**src/rtl/song_selector.sv**
```systemverilog
// Song selector: debounces next/prev/confirm buttons and drives the selected song number.
// Build option: define SONG_SEL_WRAP_EN to wrap at the ends of the range instead of saturating.
module song_selector #(
   parameter int unsigned NUM_SONGS       = 3,
   parameter int unsigned DEBOUNCE_CYCLES = 200000,
   parameter logic [2:0]  SEL_MODE        = 3'b010
) (
   input  logic       clk,
   input  logic       reset,
   input  logic [2:0] mode,
   input  logic       btn_next,
   input  logic       btn_prev,
   input  logic       btn_confirm,
   output logic [3:0] num,
   output logic       play_start,
   output logic       locked
);

   localparam int unsigned CNT_W = $clog2(DEBOUNCE_CYCLES);
   localparam logic [CNT_W-1:0] CNT_LAST = CNT_W'(DEBOUNCE_CYCLES - 1);
   localparam logic [3:0] NUM_MAX = 4'(NUM_SONGS);

   localparam int unsigned BTN_NEXT    = 0;
   localparam int unsigned BTN_PREV    = 1;
   localparam int unsigned BTN_CONFIRM = 2;

   typedef enum logic [1:0] {
      StIdle,
      StBrowse,
      StLocked
   } state_e;

   logic [2:0] btn_raw;
   logic [2:0] press;

   assign btn_raw = {btn_confirm, btn_prev, btn_next};

   for (genvar i = 0; i < 3; i++) begin : g_btn
      logic             sync1_q;
      logic             sync2_q;
      logic             stable_q;
      logic             stable_prev_q;
      logic             press_q;
      logic [CNT_W-1:0] cnt_q;

      always_ff @(posedge clk) begin
         if (reset) begin
            sync1_q       <= 1'b0;
            sync2_q       <= 1'b0;
            stable_q      <= 1'b0;
            stable_prev_q <= 1'b0;
            press_q       <= 1'b0;
            cnt_q         <= '0;
         end else begin
            sync1_q <= btn_raw[i];
            sync2_q <= sync1_q;
            // Any return to the accepted level restarts the stability window.
            if (sync2_q == stable_q) begin
               cnt_q <= '0;
            end else if (cnt_q == CNT_LAST) begin
               stable_q <= sync2_q;
               cnt_q    <= '0;
            end else begin
               cnt_q <= cnt_q + CNT_W'(1);
            end
            stable_prev_q <= stable_q;
            press_q       <= stable_q & ~stable_prev_q;
         end
      end

      assign press[i] = press_q;
   end

   state_e     state_q, state_d;
   logic [3:0] num_q, num_d;
   logic       play_start_q, play_start_d;
   logic       locked_q;
   logic [3:0] num_inc, num_dec;
   logic       sel_active;

   assign sel_active = (mode == SEL_MODE);

   // Bounds are tested before the step, so 4-bit arithmetic never overflows.
`ifdef SONG_SEL_WRAP_EN
   assign num_inc = (num_q >= NUM_MAX) ? 4'd1 : num_q + 4'd1;
   assign num_dec = (num_q <= 4'd1) ? NUM_MAX : num_q - 4'd1;
`else
   assign num_inc = (num_q >= NUM_MAX) ? NUM_MAX : num_q + 4'd1;
   assign num_dec = (num_q <= 4'd1) ? 4'd1 : num_q - 4'd1;
`endif

   always_comb begin
      state_d      = state_q;
      num_d        = num_q;
      play_start_d = 1'b0;
      if (!sel_active) begin
         state_d = StIdle;
      end else begin
         unique case (state_q)
            StIdle: begin
               state_d = StBrowse;
            end
            StBrowse: begin
               if (press[BTN_CONFIRM]) begin
                  state_d      = StLocked;
                  play_start_d = 1'b1;
               end else if (press[BTN_NEXT] && !press[BTN_PREV]) begin
                  num_d = num_inc;
               end else if (press[BTN_PREV] && !press[BTN_NEXT]) begin
                  num_d = num_dec;
               end
            end
            StLocked: begin
               if (press[BTN_CONFIRM]) begin
                  state_d = StBrowse;
               end
            end
            default: begin
               state_d = StIdle;
            end
         endcase
      end
   end

   always_ff @(posedge clk) begin
      if (reset) begin
         state_q      <= StIdle;
         num_q        <= 4'd1;
         play_start_q <= 1'b0;
         locked_q     <= 1'b0;
      end else begin
         state_q      <= state_d;
         num_q        <= num_d;
         play_start_q <= play_start_d;
         locked_q     <= (state_d == StLocked);
      end
   end

   assign num        = num_q;
   assign play_start = play_start_q;
   assign locked     = locked_q;

endmodule

```
**config.mk**
```make
export PLATFORM = sky130hd
export DESIGN_NAME = song_selector
export DESIGN_NICKNAME = d
export VERILOG_FILES = /design/src/rtl/song_selector.sv
export SDC_FILE = /design/constraint.sdc
export NUM_CORES = 1
export LEC_CHECK = 0
export ABC_AREA = 1
export BUFFER_PORTS_ARGS = -buffer_cell sky130_fd_sc_hd__buf_2
export CORE_MARGIN = 1
export CORE_UTILIZATION = 55
export CTS_CLUSTER_DIAMETER = 150
export DETAILED_ROUTE_END_ITERATION = 8
export GPL_TIMING_DRIVEN = 1
export PLACE_DENSITY_LB_ADDON = 0.12
export SLEW_MARGIN = 0
export SYNTH_ARGS = -nofsm -noshare
export SYNTH_HDL_FRONTEND = slang
export SYNTH_SLANG_ARGS = --single-unit
```
**constraint.sdc**
```tcl
create_clock -name clk -period 1.5 [get_ports clk]
set_input_delay 0.15 -clock clk [delete_from_list [all_inputs] [get_ports clk]]
set_output_delay 0.15 -clock clk [all_outputs]
set_load 0.1 [all_outputs]
```
* Word level (Yosys, flattened, before mapping) *
Cells that the tools add are included.

storage, ports and cells
  word-level logic and storage cells = 74
  bits in registers = 77

operators by class
  bitwise operators = 12
  mux-type cells = 9
  $add $sub $neg = 5
  eq/ne operators = 10
  reduce and logical (&&, ||, !) cells = 14
  $lt $le $gt $ge = 2

operators with widths
  operator                 number
  $add A18 B1 Y18 const B  3
  $eq A18 B18 Y1 const B   3
  $mux W4                  4
  $reduce_or A3 Y1         4
  $not A1 Y1               9
  $mux W2                  3
  $pmux W2 S3              1
  $reduce_and A2 Y1        3
  $add A4 B1 Y4 const B    1
  $eq A2 B2 Y1 const B     2
  $ge A4 B2 Y1 const B     1
  $le A4 B1 Y1 const B     1
  $reduce_and A4 Y1        1
  $sub A4 B1 Y4 const B    1
  $and A1 B1 Y1            3
  $eq A1 B1 Y1             3
  $eq A3 B2 Y1 const B     1
  $eq A2 B1 Y1 const B     1
  $logic_and A1 B1 Y1      2
  $logic_not A1 Y1         2
  $logic_not A2 Y1         1
  $reduce_bool A2 Y1       1
  $mux W1                  1

* Depth between registers and ports, before layout *
  word-level depth = 4
  mapped depth = 9
  depth with buffers taken out = 9

* Least setup slack after synthesis *
OpenSTA, ideal clock, no wires.

  path kind = register to register
  start point = register num_q[1] (netlist: num[1])
  end point = register num_q[0] (netlist: num[0])
  path buffers = 0
  clock period less this slack = 2.026 ns
  cell stages (with the launch flop) = 9
  required time = 1.379 ns
  setup time = 0.121 ns
  arrival time = 1.904 ns
  slack = -0.526 ns
  cells stage by stage = dfxtp_1 > inv_1 > ha_1 > o21ai_0 > nand2_1 > o21ai_0 > nand2_1 > nand2_1 > nand3_1

between the ends
  word-level cells in the longest chain between the ends = 4
  elaborated cells between the ends (all ways) = 6

ends and longest elaborated chain
  what                    line  source
  from (decl)             75    logic [3:0] num_q, num_d;
  from (signal assigned)  133   num_q <= num_d;
  $le A4 B1 Y1            89    assign num_dec = (num_q <= 4'd1) ? 4'd1 : num_q - 4'd1;
  $mux W4                 89
  $mux W4                 109   end else if (press[BTN_PREV] && !press[BTN_NEXT]) begin
  $mux W4 *               107   end else if (press[BTN_NEXT] && !press[BTN_PREV]) begin

Every way passes the cells marked *; elsewhere a longest branch is shown, timed or not. The select of a mux whose other input is x is not followed.
A chain may end at the register's enable or synchronous reset.

* Final worst setup path *
  start point = register g_btn[1].cnt_q[1]
  end point = register g_btn[1].cnt_q[5]

between the ends
  word-level cells in the longest chain between the ends = 2
  elaborated cells between the ends (all ways) = 3

ends and longest elaborated chain
  what                                                     line  source
  from (decl)                                              44    logic [CNT_W-1:0] cnt_q;
  from (signal assigned)                                   64    cnt_q <= cnt_q + CNT_W'(1);
  branches (longest 2 deep; another with $add A18 B1 Y18)  n/a

Several ways; the timed one is not identified.

==> results.json <==
{
  "outcome": "complete, no violations",
  "synth_fp_nets": 524,
  "irDropWorstVdd_mv": 0.792,
  "synth_cell_types": 28,
  "path_cells": "ha_2 -> nand3_4 -> nor3_4 -> nand3_4 -> nand2_4 -> nor2_1",
  "power.leakage_nw": 1.37,
  "syn_area_per_cell_um2": 7.16,
  "r2r_end": "g_btn[1].cnt_q[5]",
  "postSynthCellCount": 509,
  "reg2reg_from": "g_btn[1].cnt_q[1]",
  "final_common_cell": "nand2_1",
  "wl_per_cell_um": 10.9,
  "crit_family": "simple AND/OR/NAND/NOR gates",
  "crit_required_ns": 1.74,
  "max_clock_freq_mhz": 726,
  "grt_pass1_vias": 2764,
  "crit_buf_inv": 0,
  "dp_hpwl_mm": 4.82,
  "num_rows": 29,
  "grt_max_degree": 19,
  "grt_pass1_wl_mm": 11.7,
  "cts_made_buffers": 9,
  "final_cells": 621,
  "seq_area_frac_synth_pct": 42.3,
  "arrival_ns": 1.62,
  "cp-start-kind": "register",
  "p_per_area_mw_per_mm2": 888,
  "drv_slew": 0,
  "netlist_area_mm2": 0.00364,
  "clk_path_buf_depth": 2,
  "whs_path_depth": 3,
  "worstSetupPathType": "register to register",
  "hold_viol": 0,
  "rrSetupSlack_ns": 0.12,
  "cts_tree": "built",
  "die_w_um": 83.4,
  "dr.pass1.iters": 4,
  "yosys_warnings": 0,
  "via_count": 3083,
  "rsz0062_at_grt": "false",
  "worstMarginPinSlew_ns": 0.484,
  "relSlewSlack_pct": 67.9,
  "end_kind": "register",
  "start_util_pct": 57.0,
  "io_pins": 14,
  "wl_mm": 6.78,
  "num-nets-final": 554,
  "drv_cap": 0,
  "layout-drive-gt1-share_pct": 14.3,
  "die_h_um": 83.4,
  "antenna_found_initial": 0,
  "core_mm2": 0.00639,
  "dieArea_mm2": 0.00695,
  "finalCritPeriodShare_pct": 91.8,
  "area_delta_synth_final_pct": 13.2,
  "antenna_cells": 0,
  "antenna_left": 0,
  "cts-root-buf": "clkbuf_8",
  "viasPerCell": 4.96,
  "path_max_fanout": 9,
  "port_buffers": 13,
  "synth-seq-cells": 77,
  "skew_ns": 0.0115,
  "cp_common_cell": "nand3_4",
  "worst_hold_path.endpoint": "g_btn[0].sync1_q",
  "overflow": 0,
  "place.gp.congestion": 0.867,
  "register_area_mm2": 0.00156,
  "layout_min_cycle_time_ns": 1.38,
  "cts_sinks": 77,
  "num-fill-cells": 567,
  "drc": 0,
  "clk_latency_ns": 0.35,
  "track_usage_pct": 20.8,
  "clk_pin_slew_ns": 0.08,
  "worst_path_max_delay_cell": "dfxtp_1",
  "htree_levels": 3,
  "hp-class": "input pin to register",
  "final_cell_mix": "nand2_1, nor2_1, dfxtp_1",
  "final_util_pct": 64.5,
  "setup_viol": 0,
  "reg2regPathDepth": 6,
  "initialDrtViolationCount": 146,
  "postCtsSetupRepairBufs": 0,
  "cpPeakStageDelay_ns": 0.36,
  "dp.cells": 602,
  "multi_input_area_mm2": 0.00192,
  "timing.hold.worst.start": "btn_next"
}
[cell type report]
| cell class | count | share of cell area [%] |
|---|---|---|
| clock buffers | 12 | 3.52 |
| clock inverters | 4 | 1.15 |
| inverters | 55 | 5.01 |
| multi-input cells | 373 | 46.7 |
| flip-flops and latches | 77 | 37.8 |
| well taps | 77 | 2.34 |
| repair buffers | 23 | 3.52 |
[Yosys cell counts, drive strengths merged]
| cell | n | area share (%) |
|---|---|---|
| buf | 4 | 1.4 |
| o21bai | 3 | 0.62 |
| nand2 | 121 | 13 |
| dfxtp | 77 | 42 |
| xnor2 | 8 | 1.9 |
| nand3b | 1 | 0.21 |
| nand3 | 29 | 4.4 |
| a21oi | 28 | 4.0 |
| ha | 7 | 2.4 |
| o21ai | 18 | 2.5 |
| xor2 | 17 | 4.1 |
| or2 | 3 | 0.52 |
| and2 | 2 | 0.34 |
| nor3 | 6 | 1.1 |
| nor2 | 121 | 14 |
| inv | 55 | 5.7 |
| clkbuf | 1 | 0.10 |
| nand4 | 8 | 1.4 |
[logic make-up after synthesis]
| logic type | share of synthesized area [%] |
|---|---|
| and+or+nand+nor | 35.1 |
| DFF | 42.3 |
| buffers and inverters | 7.15 |
| AOI/OAI and AO/OA | 7.04 |
| xor gates and xnor gates | 6.01 |
| adders and majority gates | 2.40 |
[metrics by stage]
step | TNS [ns] | setup WS (ns) | hold WS (ns) | total power, mW | area [µm²]
2_1_floorplan | 0 | 0.0434 | 0.227 | 2.15 | 3650
3_3_place_gp | 0 | 0.0696 | 0.349 | 2.16 | 3820
3_5_place_dp | -0.00900 | -0.00443 | 0.358 | 2.17 | 3820
4_1_cts | 0 | 0.0138 | 0.0146 | 3.70 | 4050
5_1_grt | 0 | 0.00118 | 0.0240 | 3.79 | 4120
6_report | 0 | 0.123 | 0.0224 | 3.66 | 4120
[flip-flops by register name, indices dropped and copies added (netlist names)]
| name | flops |
|---|---|
| g_btn.cnt_q | 54 |
| g_btn.press_q | 3 |
| g_btn.stable_prev_q | 3 |
| g_btn.stable_q | 3 |
| g_btn.sync1_q | 3 |
| g_btn.sync2_q | 3 |
| locked | 1 |
| num | 4 |
| play_start | 1 |
| state_q | 2 |
[how the worst max path moves through the flow]
stage,start,endpoint,depth (start not counted)
floorplan,g_btn[0].cnt_q[0],g_btn[0].cnt_q[13],9
global placement,g_btn[1].cnt_q[1],g_btn[1].cnt_q[12],6
detailed placement,g_btn[1].cnt_q[1],g_btn[1].cnt_q[13],6
CTS,g_btn[0].cnt_q[1],g_btn[0].cnt_q[16],8
global route,g_btn[0].cnt_q[1],g_btn[0].cnt_q[12],10
finish,g_btn[1].cnt_q[1],g_btn[1].cnt_q[5],6
[worst reg2reg max path, cell delays in order, from the launching register on]
cell	delay, ns
dfxtp_1	0.36
ha_2	0.22
nand3_4	0.13
nor3_4	0.20
nand3_4	0.14
nand2_4	0.16
nor2_1	0.06
[report_power, final]
group | leakage [nW] | internal, mW | switching (mW)
logic | 0.647 | 0.0275 | 0.0421
registers | 0.625 | 2.05 | 0.00450
clock network | 0.0964 | 0.810 | 0.729
[timing repair]
action | 4_1_cts | 5_1_grt
resized for setup | 2 | 15
hold buffers | 2 | 0
endpoints found under the hold margin | 2 | 0
pin swaps | 0 | 3
endpoints found under the setup margin | 16 | 37
gates cloned | 0 | 1
[layer usage]
metal | track usage, % | part of all wire, % | vias up
li1 | - | - | 1658
met1 | 25.6 | 47 | 1367
met2 | 34.7 | 48 | 50
met3 | 5.07 | 3.5 | 8
met4 | 8.46 | 1.1 | 0
met5 | 0 | 0 | -
(Power assumes the default switching activity.)
